[config.mk]
export PLATFORM = sky130hd
export DESIGN_NAME = coherence_bus_ctrl_flat
export DESIGN_NICKNAME = d
export VERILOG_FILES = /design/src/rtl/coherence_bus_ctrl_if.sv /design/src/rtl/coherence_bus_ctrl.sv /design/src/flat_wrapper.sv
export SDC_FILE = /design/constraint.sdc
export NUM_CORES = 1
export LEC_CHECK = 0
export BUFFER_PORTS_ARGS = -buffer_cell sky130_fd_sc_hd__buf_2
export CAP_MARGIN = 40
export CORE_AREA = 2 2 107 160
export CTS_BUF_LIST = sky130_fd_sc_hd__clkbuf_2 sky130_fd_sc_hd__clkbuf_4 sky130_fd_sc_hd__clkbuf_8
export DETAILED_ROUTE_END_ITERATION = 8
export DIE_AREA = 0 0 109 162
export GPL_TIMING_DRIVEN = 0
export HOLD_SLACK_MARGIN = 0.08
export PLACE_DENSITY_LB_ADDON = 0.25
export SYNTH_ARGS = -nofsm -noshare
export SYNTH_HDL_FRONTEND = slang
export SYNTH_SLANG_ARGS = --single-unit
[constraint.sdc]
create_clock -name CLK -period 1.8 [get_ports CLK]
set_clock_uncertainty 0.05 [all_clocks]
set_input_delay 0.18 -clock CLK [delete_from_list [all_inputs] [get_ports CLK]]
set_output_delay 0.18 -clock CLK [all_outputs]
set_load 0.005 [all_outputs]
[src/rtl/coherence_bus_ctrl_if.sv]
// coherence_bus_ctrl_if: request, snoop and memory signals of the MESI bus.
// master = bus controller, slave = L1 caches plus the memory port.
interface coherence_bus_ctrl_if #(
    parameter int N_CACHES = 2,
    parameter int ADDR_W   = 32,
    parameter int WORD_W   = 32
);
    logic [N_CACHES-1:0]        req_valid;
    logic [N_CACHES-1:0]        req_write;
    logic [N_CACHES*ADDR_W-1:0] req_addr;
    logic [N_CACHES-1:0]        snoop_req;
    logic [ADDR_W-1:0]          snoop_addr;
    logic                       snoop_inv;
    logic [N_CACHES-1:0]        snoop_resp_valid;
    logic [N_CACHES-1:0]        snoop_hit;
    logic [N_CACHES-1:0]        snoop_dirty;
    logic [N_CACHES*WORD_W-1:0] snoop_data;
    logic [N_CACHES-1:0]        resp_valid;
    logic [WORD_W-1:0]          resp_data;
    logic [1:0]                 resp_state;
    logic                       mem_ren;
    logic                       mem_wen;
    logic [ADDR_W-1:0]          mem_addr;
    logic [WORD_W-1:0]          mem_wdata;
    logic [WORD_W-1:0]          mem_rdata;
    logic                       mem_ready;

    modport master (
        input  req_valid, req_write, req_addr,
        output snoop_req, snoop_addr, snoop_inv,
        input  snoop_resp_valid, snoop_hit, snoop_dirty, snoop_data,
        output resp_valid, resp_data, resp_state,
        output mem_ren, mem_wen, mem_addr, mem_wdata,
        input  mem_rdata, mem_ready
    );

    modport slave (
        output req_valid, req_write, req_addr,
        input  snoop_req, snoop_addr, snoop_inv,
        output snoop_resp_valid, snoop_hit, snoop_dirty, snoop_data,
        input  resp_valid, resp_data, resp_state,
        input  mem_ren, mem_wen, mem_addr, mem_wdata,
        output mem_rdata, mem_ready
    );
endinterface

[src/rtl/coherence_bus_ctrl.sv]
// coherence_bus_ctrl: snooping MESI controller, N L1 caches to one memory port.
// Ports: CLK, RST (sync, active high), bus (coherence_bus_ctrl_if.master):
//   req_* miss requests, snoop_* snoop handshake, resp_* fill response,
//   mem_* memory port. End state: M=0 E=1 S=2 I=3.
// Optional macro CC_CACHE_TO_CACHE_EN: clean read hits are filled from the
//   lowest-index clean sharer instead of memory.
module coherence_bus_ctrl #(
    parameter int N_CACHES = 2,
    parameter int ADDR_W   = 32,
    parameter int WORD_W   = 32
) (
    input logic                  CLK,
    input logic                  RST,
    coherence_bus_ctrl_if.master bus
);
    localparam int IW = (N_CACHES > 1) ? $clog2(N_CACHES) : 1;
    localparam logic [1:0] ST_M = 2'd0;
    localparam logic [1:0] ST_E = 2'd1;
    localparam logic [1:0] ST_S = 2'd2;

    typedef enum logic [2:0] {
        IDLE, SNOOP, DECIDE, WB, MEMRD, C2C, RESP
    } state_t;

    state_t              state_q, state_d;
    logic [IW-1:0]       ptr_q, ptr_d;
    logic [IW-1:0]       win_q, win_d;
    logic [ADDR_W-1:0]   addr_q, addr_d;
    logic                wr_q, wr_d;
    logic [N_CACHES-1:0] seen_q, seen_d;
    logic [N_CACHES-1:0] hit_q, hit_d;
    logic [N_CACHES-1:0] dirty_q, dirty_d;
    logic [WORD_W-1:0]   sdata_q [N_CACHES];
    logic [WORD_W-1:0]   sdata_d [N_CACHES];
    logic [WORD_W-1:0]   data_q, data_d;
    logic [1:0]          mesi_q, mesi_d;

    logic [N_CACHES-1:0] win_mask;
    logic [N_CACHES-1:0] snooped;
    logic [N_CACHES-1:0] resp_now;
    logic [IW-1:0]       cand;
    logic [IW-1:0]       rr_idx;
    logic                rr_found;
    logic [IW-1:0]       dsel;
    logic                dfound;
    logic                cfound;
`ifdef CC_CACHE_TO_CACHE_EN
    logic [IW-1:0]       csel;
`endif

    always_comb begin
        win_mask = '0;
        for (int i = 0; i < N_CACHES; i++) begin
            win_mask[i] = (IW'(i) == win_q);
        end
    end

    assign snooped  = ~win_mask;
    // Only the first answer of each snooped cache is taken.
    assign resp_now = bus.snoop_resp_valid & snooped & ~seen_q;

    // Round-robin: first requester at or after the pointer.
    always_comb begin
        rr_idx   = '0;
        rr_found = 1'b0;
        cand     = '0;
        for (int k = 0; k < N_CACHES; k++) begin
            cand = IW'((int'(ptr_q) + k) % N_CACHES);
            if (!rr_found && bus.req_valid[cand]) begin
                rr_found = 1'b1;
                rr_idx   = cand;
            end
        end
    end

    // Descending scan so the lowest index wins.
    always_comb begin
        dsel   = '0;
        dfound = 1'b0;
        cfound = 1'b0;
`ifdef CC_CACHE_TO_CACHE_EN
        csel   = '0;
`endif
        for (int i = N_CACHES - 1; i >= 0; i--) begin
            if (hit_q[i] && dirty_q[i]) begin
                dsel   = IW'(i);
                dfound = 1'b1;
            end
            if (hit_q[i] && !dirty_q[i]) begin
                cfound = 1'b1;
`ifdef CC_CACHE_TO_CACHE_EN
                csel   = IW'(i);
`endif
            end
        end
    end

    always_comb begin
        state_d = state_q;
        ptr_d   = ptr_q;
        win_d   = win_q;
        addr_d  = addr_q;
        wr_d    = wr_q;
        seen_d  = seen_q;
        hit_d   = hit_q;
        dirty_d = dirty_q;
        sdata_d = sdata_q;
        data_d  = data_q;
        mesi_d  = mesi_q;

        bus.snoop_req  = '0;
        bus.snoop_addr = '0;
        bus.snoop_inv  = 1'b0;
        bus.resp_valid = '0;
        bus.resp_data  = '0;
        bus.resp_state = '0;
        bus.mem_ren    = 1'b0;
        bus.mem_wen    = 1'b0;
        bus.mem_addr   = '0;
        bus.mem_wdata  = '0;

        unique case (state_q)
            IDLE: begin
                if (rr_found) begin
                    win_d   = rr_idx;
                    addr_d  = bus.req_addr[int'(rr_idx)*ADDR_W +: ADDR_W];
                    wr_d    = bus.req_write[rr_idx];
                    seen_d  = '0;
                    hit_d   = '0;
                    dirty_d = '0;
                    state_d = SNOOP;
                end
            end
            SNOOP: begin
                bus.snoop_req  = snooped;
                bus.snoop_addr = addr_q;
                bus.snoop_inv  = wr_q;
                for (int i = 0; i < N_CACHES; i++) begin
                    if (resp_now[i]) begin
                        hit_d[i]   = bus.snoop_hit[i];
                        dirty_d[i] = bus.snoop_dirty[i];
                        sdata_d[i] = bus.snoop_data[i*WORD_W +: WORD_W];
                    end
                end
                seen_d = seen_q | resp_now;
                // Winner counts as answered, so N_CACHES=1 leaves at once.
                if (&(seen_q | resp_now | win_mask)) begin
                    state_d = DECIDE;
                end
            end
            DECIDE: begin
                unique case (1'b1)
                    dfound && wr_q: begin
                        data_d  = sdata_q[dsel];
                        mesi_d  = ST_M;
                        state_d = RESP;
                    end
                    dfound && !wr_q: begin
                        data_d  = sdata_q[dsel];
                        mesi_d  = ST_S;
                        state_d = WB;
                    end
                    !dfound && cfound && !wr_q: begin
                        mesi_d  = ST_S;
`ifdef CC_CACHE_TO_CACHE_EN
                        state_d = C2C;
`else
                        state_d = MEMRD;
`endif
                    end
                    default: begin
                        mesi_d  = wr_q ? ST_M : ST_E;
                        state_d = MEMRD;
                    end
                endcase
            end
            WB: begin
                bus.mem_wen   = 1'b1;
                bus.mem_addr  = addr_q;
                bus.mem_wdata = data_q;
                if (bus.mem_ready) begin
                    state_d = RESP;
                end
            end
            MEMRD: begin
                bus.mem_ren  = 1'b1;
                bus.mem_addr = addr_q;
                if (bus.mem_ready) begin
                    data_d  = bus.mem_rdata;
                    state_d = RESP;
                end
            end
`ifdef CC_CACHE_TO_CACHE_EN
            C2C: begin
                data_d  = sdata_q[csel];
                state_d = RESP;
            end
`endif
            RESP: begin
                bus.resp_valid = win_mask;
                bus.resp_data  = data_q;
                bus.resp_state = mesi_q;
                ptr_d = (win_q == IW'(N_CACHES - 1)) ? '0 : win_q + 1'b1;
                state_d = IDLE;
            end
            default: begin
                state_d = IDLE;
            end
        endcase
    end

    always_ff @(posedge CLK) begin
        if (RST) begin
            state_q <= IDLE;
            ptr_q   <= '0;
            win_q   <= '0;
            addr_q  <= '0;
            wr_q    <= 1'b0;
            seen_q  <= '0;
            hit_q   <= '0;
            dirty_q <= '0;
            data_q  <= '0;
            mesi_q  <= '0;
            for (int i = 0; i < N_CACHES; i++) begin
                sdata_q[i] <= '0;
            end
        end else begin
            state_q <= state_d;
            ptr_q   <= ptr_d;
            win_q   <= win_d;
            addr_q  <= addr_d;
            wr_q    <= wr_d;
            seen_q  <= seen_d;
            hit_q   <= hit_d;
            dirty_q <= dirty_d;
            data_q  <= data_d;
            mesi_q  <= mesi_d;
            for (int i = 0; i < N_CACHES; i++) begin
                sdata_q[i] <= sdata_d[i];
            end
        end
    end

    // Two MODIFIED copies of one block means a cache broke the protocol.
    a_one_owner: assert property (@(posedge CLK) disable iff (RST)
        (state_q == DECIDE) |-> $onehot0(hit_q & dirty_q));

    a_mem_excl: assert property (@(posedge CLK) disable iff (RST)
        !(bus.mem_ren && bus.mem_wen));
endmodule

[src/flat_wrapper.sv]
// flat-port wrapper written by rule: the top's interface ports become plain ports
module coherence_bus_ctrl_flat 
#(
    parameter int N_CACHES = 2,
    parameter int ADDR_W   = 32,
    parameter int WORD_W   = 32
)
  (CLK, RST, bus_req_valid, bus_req_write, bus_req_addr, bus_snoop_req, bus_snoop_addr, bus_snoop_inv, bus_snoop_resp_valid, bus_snoop_hit, bus_snoop_dirty, bus_snoop_data, bus_resp_valid, bus_resp_data, bus_resp_state, bus_mem_ren, bus_mem_wen, bus_mem_addr, bus_mem_wdata, bus_mem_rdata, bus_mem_ready);
  coherence_bus_ctrl_if #(.N_CACHES(N_CACHES), .ADDR_W(ADDR_W), .WORD_W(WORD_W)) bus_i ();
  input logic CLK;
  input logic RST;
  input wire logic [$bits(bus_i.req_valid)-1:0] bus_req_valid;
  input wire logic [$bits(bus_i.req_write)-1:0] bus_req_write;
  input wire logic [$bits(bus_i.req_addr)-1:0] bus_req_addr;
  output wire logic [$bits(bus_i.snoop_req)-1:0] bus_snoop_req;
  output wire logic [$bits(bus_i.snoop_addr)-1:0] bus_snoop_addr;
  output wire logic [$bits(bus_i.snoop_inv)-1:0] bus_snoop_inv;
  input wire logic [$bits(bus_i.snoop_resp_valid)-1:0] bus_snoop_resp_valid;
  input wire logic [$bits(bus_i.snoop_hit)-1:0] bus_snoop_hit;
  input wire logic [$bits(bus_i.snoop_dirty)-1:0] bus_snoop_dirty;
  input wire logic [$bits(bus_i.snoop_data)-1:0] bus_snoop_data;
  output wire logic [$bits(bus_i.resp_valid)-1:0] bus_resp_valid;
  output wire logic [$bits(bus_i.resp_data)-1:0] bus_resp_data;
  output wire logic [$bits(bus_i.resp_state)-1:0] bus_resp_state;
  output wire logic [$bits(bus_i.mem_ren)-1:0] bus_mem_ren;
  output wire logic [$bits(bus_i.mem_wen)-1:0] bus_mem_wen;
  output wire logic [$bits(bus_i.mem_addr)-1:0] bus_mem_addr;
  output wire logic [$bits(bus_i.mem_wdata)-1:0] bus_mem_wdata;
  input wire logic [$bits(bus_i.mem_rdata)-1:0] bus_mem_rdata;
  input wire logic [$bits(bus_i.mem_ready)-1:0] bus_mem_ready;
  assign bus_i.req_valid = bus_req_valid;
  assign bus_i.req_write = bus_req_write;
  assign bus_i.req_addr = bus_req_addr;
  assign bus_snoop_req = bus_i.snoop_req;
  assign bus_snoop_addr = bus_i.snoop_addr;
  assign bus_snoop_inv = bus_i.snoop_inv;
  assign bus_i.snoop_resp_valid = bus_snoop_resp_valid;
  assign bus_i.snoop_hit = bus_snoop_hit;
  assign bus_i.snoop_dirty = bus_snoop_dirty;
  assign bus_i.snoop_data = bus_snoop_data;
  assign bus_resp_valid = bus_i.resp_valid;
  assign bus_resp_data = bus_i.resp_data;
  assign bus_resp_state = bus_i.resp_state;
  assign bus_mem_ren = bus_i.mem_ren;
  assign bus_mem_wen = bus_i.mem_wen;
  assign bus_mem_addr = bus_i.mem_addr;
  assign bus_mem_wdata = bus_i.mem_wdata;
  assign bus_i.mem_rdata = bus_mem_rdata;
  assign bus_i.mem_ready = bus_mem_ready;
  coherence_bus_ctrl #(.N_CACHES(N_CACHES), .ADDR_W(ADDR_W), .WORD_W(WORD_W)) u_core (.CLK(CLK), .RST(RST), .bus(bus_i));
endmodule
== Word-level counts from Yosys, hierarchy flattened ==
Index checks and enable logic that the tools add are counted.

* Add/subtract/negate cells: 2
* Multiply operators: 0
* Divide/modulo/power cells: 0
* Order comparisons: 4
* Eq/ne operators: 12
* Shift operators: 1
* Multiplexer cells: 47
* Bitwise operators: 8
* Reductions and logical operators: 29

{| class="wikitable"
|+ Operators with widths
! kind !! count
|-
| two-way mux 32 bit || 9
|-
| case mux 32 bit (2 select lines) || 1
|-
| indexed part select 64 x 7 -> 32 bit || 1
|-
| two-way mux 1 bit || 24
|-
| case mux 2 bit (2 select lines) || 4
|-
| case mux 3 bit (4 select lines) || 1
|-
| AND reduction 3 bit || 4
|-
| inequality test 2 x 1 -> 1 bit (second input constant) || 5
|-
| AND reduction 2 bit || 5
|-
| logical AND 1 bit || 9
|-
| two-way mux 3 bit || 3
|-
| two-way mux 2 bit || 4
|-
| equality test 3 x 2 -> 1 bit (second input constant) || 2
|-
| equality test 3 bit (second input constant) || 2
|-
| less-than comparator 1 x 2 -> 1 bit (second input constant) || 3
|-
| case mux 3 bit (2 select lines) || 1
|-
| OR reduction 2 bit || 3
|-
| zero test 1 bit || 5
|-
| AND 2 bit || 2
|-
| inequality test 2 bit (second input constant) || 2
|-
| inverter 2 bit || 2
|-
| OR 2 bit || 2
|-
| nonzero test 2 bit || 2
|-
| equality test 3 x 1 -> 1 bit (second input constant) || 1
|-
| other kinds (5) || 6
|}

* Register bits after elaboration: 142
* Bits in latches: 0
* RAM bits: 0
* ROM bits: 0
* Input port bits: 173
* Output and inout bits: 137
* Logic and storage cells: 117
* Memories: 0

== Longest topological paths before layout ==
Gate-level depths: netlist (run 1).

* Depth after elaboration: 9
* Gate-level depth with buffers: 9
* Depth with buffers taken out: 6

== Worst setup path before layout (run 1) ==
Ideal clock, no wire load.

* Path type: register to register
* Start point: reg u_core.state_q[2]
* End point: reg u_core.data_q[21]
* Setup time: 117 ps
* Data arrival time: 1532 ps
* Data required time: 1633 ps
* Setup slack: 100 ps
* Stages on the path, launching flop included: 8
* Path buffers: 3
* Clock period less this slack: 1700 ps
* Path through: dfxtp_1 > buf_6 > or3b_4 > a2bb2oi_1 > nor2b_1 > buf_6 > buf_6 > a32o_1

* Longest elaborated chain between the ends: 3
* Elaborated cells on any way between the ends: 7
* Those cells by class: eq/ne: 4; mux: 1; reduce/logical: 2

{| class="wikitable"
|+ Ends and longest elaborated chain
! element !! RTL line !! RTL
|-
| start, declared || coherence_bus_ctrl.sv:25 || <nowiki>state_t state_q, state_d;</nowiki>
|-
| start signal, assigned || coherence_bus_ctrl.sv:228 || <nowiki>state_q <= state_d;</nowiki>
|-
| equality test 3 bit or equality test 3 x 2 -> 1 bit (tied branches) || coherence_bus_ctrl.sv:122 || <nowiki>unique case (state_q)</nowiki>
|-
| inequality test 2 bit (no source line) or nonzero test 2 bit (tied branches) || - ||
|-
| AND reduction 3 bit (no source line) || - ||
|-
| end signal, assigned || coherence_bus_ctrl.sv:236 || <nowiki>data_q <= data_d;</nowiki>
|-
| end, declared || coherence_bus_ctrl.sv:35 || <nowiki>logic [WORD_W-1:0] data_q, data_d;</nowiki>
|}

Several ways; a longest one is shown, not always the timed one.
A chain may end at the register's enable or synchronous reset.

== Worst setup path in the final report (run 1) ==
* Start point: reg u_core.state_q[1]
* End point: out bus_mem_wdata[18]

* Longest elaborated chain between the ends: 2

{| class="wikitable"
|+ Ends and longest elaborated chain
! element !! RTL line !! RTL
|-
| equality test 3 x 2 -> 1 bit || coherence_bus_ctrl.sv:122 ||
|-
| two-way mux 32 bit || coherence_bus_ctrl.sv:122 ||
|-
| end, declared || flat_wrapper.sv:28 || <nowiki>output wire logic [$bits(bus_i.mem_wdata)-1:0] bus_mem_wdata;</nowiki>
|}

No other way between the ends.

==> metrics.md, run 1 <==
| Metric | Value |
|---|---|
| Tot Pwr | 8.99 mW |
| Core area | 16200 um^2 |
| Die Height | 162 um |
| Worst path max stage delay | 0.38 ns |
| CP Cell Sequence | buf_8 -> buf_4 -> buf_4 -> buf_6 -> and3_4 -> buf_6 |
| Post-DR wirelength/cell | 23.3 um |
| Fmax | 460 MHz |
| CTS tree | built |
| Synth Net Count | 1053 |
| Global placer's final weighted congestion | 0.872 |
| Main synth FF type | dfxtp_1 |
| Final period utilization | 1.21 |
| Worst vdd rail ir drop | 0.451 mV |
| Starting density of the core | 0.433 |
| Die Wd | 109 um |
| Initial antenna violation count | 5 |
| Clock power share | 0.307 |
| Setup Crit Path Kind | flop to output pin |
| WL final | 38800 um |
| Sw Ratio | 0.316 |
| Clk Latency, worst-skew pair | 0.46 ns |
| Comb power frac | 0.300 |
| Synthesized area per cell | 7.96 um^2 |
| Clock Sinks | 142 |
| Drt pass-1 iters | 9 |
| Leak | 6.28 nW |
| PwrDens | 653 nW/um^2 |
| Setup TNS | -43.67 ns |
| Status | finished, violations left |
| Num CTS Buffers | 17 |
| Place WS | -0.657 ns |
| FP Rows | 57 |
| Period minus WS final | 2.18 ns |
| Routed Antenna Nets | 0 |
| Buffers on Ports | 309 |
| CTS clk-pin slew, worst paths | 0.08 ns |
| Synth async-reset ratio | 0 |
| Worst hold path type | input port to flop |
| Synth Instances | 880 |
| Global Route Usage Sum | 0.334 |
| Via count | 9899 |
| Violated checks | DRC, setup timing |
| Slowest CP cell | dfxtp_4 |
| Critical Path AT | 1.95 ns |
| Register area share after synthesis | 0.406 |
| Final setup vio count | 232 |
| Final HPWL DP | 18900 um |
| Worst Max-Slew Pin Slew | 0.800 ns |
| Worst Path Max Fanout | 10 |
| Commonest non-fill, non-tap cell in the layout | buf_2 |
| Worst path required time | 1.57 ns |
| Max Root-Sink Buffers | 2 |
| Yosys reg bits | 142 |
| CP Launch Type | flop |
| Largest net degree at the start of global routing | 17 |
| Post-Syn Area | 7000 um^2 |
| Nets | 1609 |
| P_sw | 2.84 mW |
| Area growth syn-to-layout | 96.6% |
| Ys Warns | 0 |
| Post-synthesis cell type count | 39 |
| Commonest non-fill, non-tap cells in the layout | buf_2 (200), dlygate4sd3_1 (164), buf_6 (139), dfxtp_1 (139), and2_4 (93) |
| Die ar. | 17700 um^2 |
| Vias in the first global route | 9087 |
| Unrepaired setup endpoints after global routing | true |
| First-pass GRT wire length | 45600 um |
| Final hold vios | 0 |
| Clock root buffer | clkbuf_8 |
| WHS | 0.0668 ns |
| Fraction of layout cells with a size suffix above 1 | 0.484 |
| CP Capture Type | output pin |
| Max-Cap Viols | 0 |
| Grt ovf | 0 |
| Relative slew slack | 0.466 |
| Routed vias/inst | 5.96 |
| Pins Over Slew Limit | 0 |
| Post-synth EDFFs | 0 |
| Int Pwr | 6.15 mW |
| Setup WS post-layout | -0.375 ns |
| H-tree depth | 4 |
| Remaining DRCs | 3 |
| Initial DRC Count | 1034 |
| Sequential cell fraction of total power | 0.393 |
| IO Count | 310 |
layer usage:
metal	track usage	up-vias	part of all wire
li1	-	4175	-
met1	0.344	4655	0.32
met2	0.599	801	0.49
met3	0.0746	268	0.10
met4	0.206	0	0.081
met5	0	-	0
stage by stage:
step	std cells	util	instance area, um^2
after detailed placement	1395	0.544	8810
after global placement	1395	0.544	8810
after floorplan	880	-	7000
after global routing	1660	0.850	13800
final	1661	0.851	13800
after CTS	1620	0.732	11900
power groups by stage:
stage	combinational, mW	clock (mW)	sequential, mW
after floorplan	0.792	0	3.49
after global placement	1.33	0	3.54
after detailed placement	1.34	0	3.54
after CTS	1.98	2.71	3.49
after global routing	2.83	2.89	3.55
final	2.70	2.76	3.54
kinds of logic after synthesis:
group                  Yosys count  synth area share
AND/OR/NAND/NOR                432             0.317
AO/OA/AOI/OAI                  185             0.173
flip-flops                     142             0.406
buffers and inverters           88            0.0561
multiplexers                    33            0.0472
state kept, by name (all words and copies together) (netlist names):
name and count:
u_core.dirty_q 2, u_core.data_q 32, u_core.ptr_q 1, u_core.hit_q 2, u_core.seen_q 2, u_core.sdata_q 64
u_core.mesi_q 2, u_core.state_q 3, u_core.addr_q 32, u_core.wr_q 1, u_core.win_q 1
worst max-delay path: cells and delay by family (launching register included):
family / cells / cell delay [ns]
buf+inv: 5 / 0.85
flops: 1 / 0.38
simple gates: 1 / 0.26
worst paths after layout:
| path | start | end | slack [ns] | cells past startpoint |
|---|---|---|---|---|
| hold reg to reg | u_core.sdata_q[33] | u_core.sdata_q[33] | 0.40 | 2 |
| setup reg to reg | u_core.state_q[1] | u_core.sdata_q[17] | -0.22 | 10 |
| hold / removal | bus_req_addr[1] | u_core.addr_q[1] | 0.07 | 3 |
| setup / recovery | u_core.state_q[1] | bus_mem_wdata[18] | -0.38 | 6 |
timing repair:
action,in CTS,in global routing
hold buffers,165,0
endpoints found under the hold margin,134,0
cloned,10,13
resized for setup,176,407
pin swaps,43,89
setup buffers,19,26
endpoints found under the setup margin,272,264
synth_stat cells, types with 2 or more instances:
cell type / number / area (um^2)
nand3_1: 69 / 345
and2_1: 104 / 651
o211ai_1: 4 / 30.0
nor3b_2: 2 / 25.0
and3_1: 33 / 206
nor2_1: 41 / 154
or2b_1: 11 / 82.6
dfxtp_1: 142 / 2840
nor2b_1: 4 / 25.0
a211oi_1: 33 / 248
a21oi_1: 73 / 365
clkbuf_1: 61 / 229
mux2i_1: 33 / 330
or4_1: 2 / 15.0
buf_2: 17 / 85.1
buf_6: 5 / 56.3
inv_1: 3 / 11.3
nor3_1: 3 / 15.0
o21ai_0: 33 / 165
nand2_1: 133 / 499
a22oi_1: 4 / 30.0
a32o_1: 32 / 320
nand2b_1: 22 / 138
cell type report:
type	count	area, um^2
clock inverter	13	165
sequential	142	2850
multi-input combinational	650	4730
inverter	4	25.0
antenna	6	15.0
clock buffer	19	249
fill	777	2420
timing repair buffer	540	4790
tap	206	258
buffer	81	693
Power figures use the tool's default switching activity.
==> inputs of run 2 (changes only) <==
--- a/config.mk
+++ b/config.mk
@@ -9,5 +9,5 @@
 export CAP_MARGIN = 40
 export CORE_AREA = 2 2 107 160
-export CTS_BUF_LIST = sky130_fd_sc_hd__clkbuf_2 sky130_fd_sc_hd__clkbuf_4 sky130_fd_sc_hd__clkbuf_8
+export CTS_BUF_LIST = sky130_fd_sc_hd__clkbuf_8
 export DETAILED_ROUTE_END_ITERATION = 8
 export DIE_AREA = 0 0 109 162
==> constraint.sdc (replaced) <==
create_clock -name CLK -period 1.8 [get_ports CLK]
set_clock_uncertainty 0.05 [all_clocks]
set_input_delay 0.18 -clock CLK [delete_from_list [all_inputs] [get_ports CLK]]
set_output_delay 0.18 -clock CLK [all_outputs]
set_load 0.1 [all_outputs]
==> run 2 against run 1 <==
The flow finishes with violations (setup timing). Maximum frequency shrank 13%. Highest routed layer is now met5. Critical endpoint is now u_core.data_q[13]. Largest power group is now combinational cells. Die area is the same. Worst hold slack lost 0.019 ns.
==> metrics.md, run 2 (synthesis results as in run 1) <==
| Metric | Value |
|---|---|
| Fraction of layout cells with a size suffix above 1 | 0.527 |
| Fill cells | 347 |
| Tot Pwr | 10.6 mW |
| CP Cell Sequence | nand2_1 -> clkbuf_1 -> o21ai_1 -> nand3_1 -> a32o_1 |
| Starting density of the core | 0.433 |
| CTS tree | built |
| Die ar. | 17700 um^2 |
| Final hold vios | 0 |
| Final period utilization | 1.39 |
| Clock root buffer | clkbuf_8 |
| Worst Max-Slew Pin Slew | 1.03 ns |
| Largest net degree at the start of global routing | 17 |
| Leak | 6.74 nW |
| Worst path required time | 2.14 ns |
| Most flops, register | u_core.sdata_q |
| Worst vdd rail ir drop | 0.530 mV |
| Via count | 10.9k |
| Initial antenna violation count | 5 |
| Routed Antenna Nets | 0 |
| FP Rows | 57 |
| Remaining DRCs | 0 |
| Unrepaired setup endpoints after global routing | true |
| Setup WS post-layout | -0.710 ns |
| Die Height | 162 um |
| Worst hold path type | input port to flop |
| IO Count | 310 |
| WL final | 48800 um |
| Fin area | 15500 um^2 |
| Final HPWL DP | 18600 um |
| Grt ovf | 0 |
| Max Root-Sink Buffers | 2 |
| Final setup vio count | 251 |
| Status | finished, violations left |
| Slowest CP cell | o21ai_1 |
| Relative slew slack | 0.313 |
| Post-DR wirelength/cell | 29.4 um |
| Commonest non-fill, non-tap cells in the layout | buf_2 (172), dlygate4sd3_1 (162), buf_12 (145), dfxtp_1 (139), and2_4 (102) |
| Vias in the first global route | 10.1k |
| Max FFs per register | 64 |
| Worst path max stage delay | 0.57 ns |
| Fin cells | 1658 |
| PwrDens | 682 nW/um^2 |
| Clk Latency, worst-skew pair | 0.48 ns |
| Place WS | -0.870 ns |
| Initial DRC Count | 1364 |
| CTS clk-pin slew, worst paths | 0.10 ns |
| Global Route Usage Sum | 0.407 |
| Drt pass-1 iters | 9 |
| Commonest non-fill, non-tap cell in the layout | buf_2 |
| Worst Path Max Fanout | 10 |
| Die Wd | 109 um |
| Core area | 16200 um^2 |
| Period minus WS final | 2.51 ns |
| CP Launch Type | flop |
| CP startpoint | u_core.hit_q[1] |
| Pins Over Slew Limit | 0 |
| Util after Layout | 0.959 |
| Fmax | 398 MHz |
| Hold Crit Start | bus_req_addr[31] |
| Clock Sinks | 142 |
| First-pass GRT wire length | 54700 um |
| Area growth syn-to-layout | 122% |
| H-tree depth | 4 |
| Nets | 1610 |
| DP Cell Count | 1395 |
| Setup Crit Path Kind | flop to flop |
| Critical Path AT | 2.85 ns |
| Violated checks | setup timing |
| Critical R2R Launch | u_core.hit_q[1] |
| WHS | 0.0473 ns |
| Routed vias/inst | 6.55 |
| Num CTS Buffers | 17 |
| Max-Cap Viols | 0 |
| Post-DP Area | 9160 um^2 |
| Setup TNS | -81.60 ns |
| Buffers on Ports | 309 |
| CP Capture Type | flop |
| Regs by FF count | u_core.sdata_q: 64 flops, u_core.addr_q: 32 flops, u_core.data_q: 32 flops |
| Global placer's final weighted congestion | 0.887 |
==> run 2: power breakdown <==
group          internal, mW  leakage [nW]  switching, mW
sequential             3.34          1.16          0.230
clock                  1.54         0.225           1.50
combinational          1.72          5.36           2.26
==> run 2: path summary, 6_finish.rpt <==
kind	endpoint	slack, ns	cells after the start
setup / recovery	u_core.data_q[13]	-0.71	5
hold / removal	u_core.addr_q[31]	0.05	3
setup reg to reg	u_core.data_q[13]	-0.71	5
hold reg to reg	u_core.sdata_q[33]	0.42	2
==> run 2: repair_timing <==
action	4_1_cts	5_1_grt
pin swaps	29	122
hold buffers	164	0
cloned	12	8
hold endpoints to repair	133	0
endpoints found under the setup margin	269	269
buffers inserted	29	29
gates resized for setup	706	298
==> run 2: layer usage <==
layer | part of all wire | GRT usage
met5 | 0.0024 | 0
met4 | 0.11 | 0.266
met3 | 0.12 | 0.118
met2 | 0.46 | 0.713
met1 | 0.30 | 0.409
==> run 2: final cells by class <==
type | instances | area (um^2) | share of cell area
diodes | 2 | 5.00 | 0.000322
plain buffers | 77 | 820 | 0.0528
clock buffers | 17 | 234 | 0.0151
clock inverters | 15 | 209 | 0.0135
inverters | 4 | 25.0 | 0.00161
multi-input cells | 651 | 5030 | 0.324
flip-flops and latches | 142 | 2850 | 0.184
well taps | 206 | 258 | 0.0166
repair buffers | 544 | 6090 | 0.393
==> run 2: critical path, delay by kind of cell, from the launching register on <==
family	cells	cell delay [ns]
flip-flops	1	0.51
AND/OR/NAND/NOR	2	0.62
AO/OA/AOI/OAI	2	0.93
buffers and inverters	1	0.31
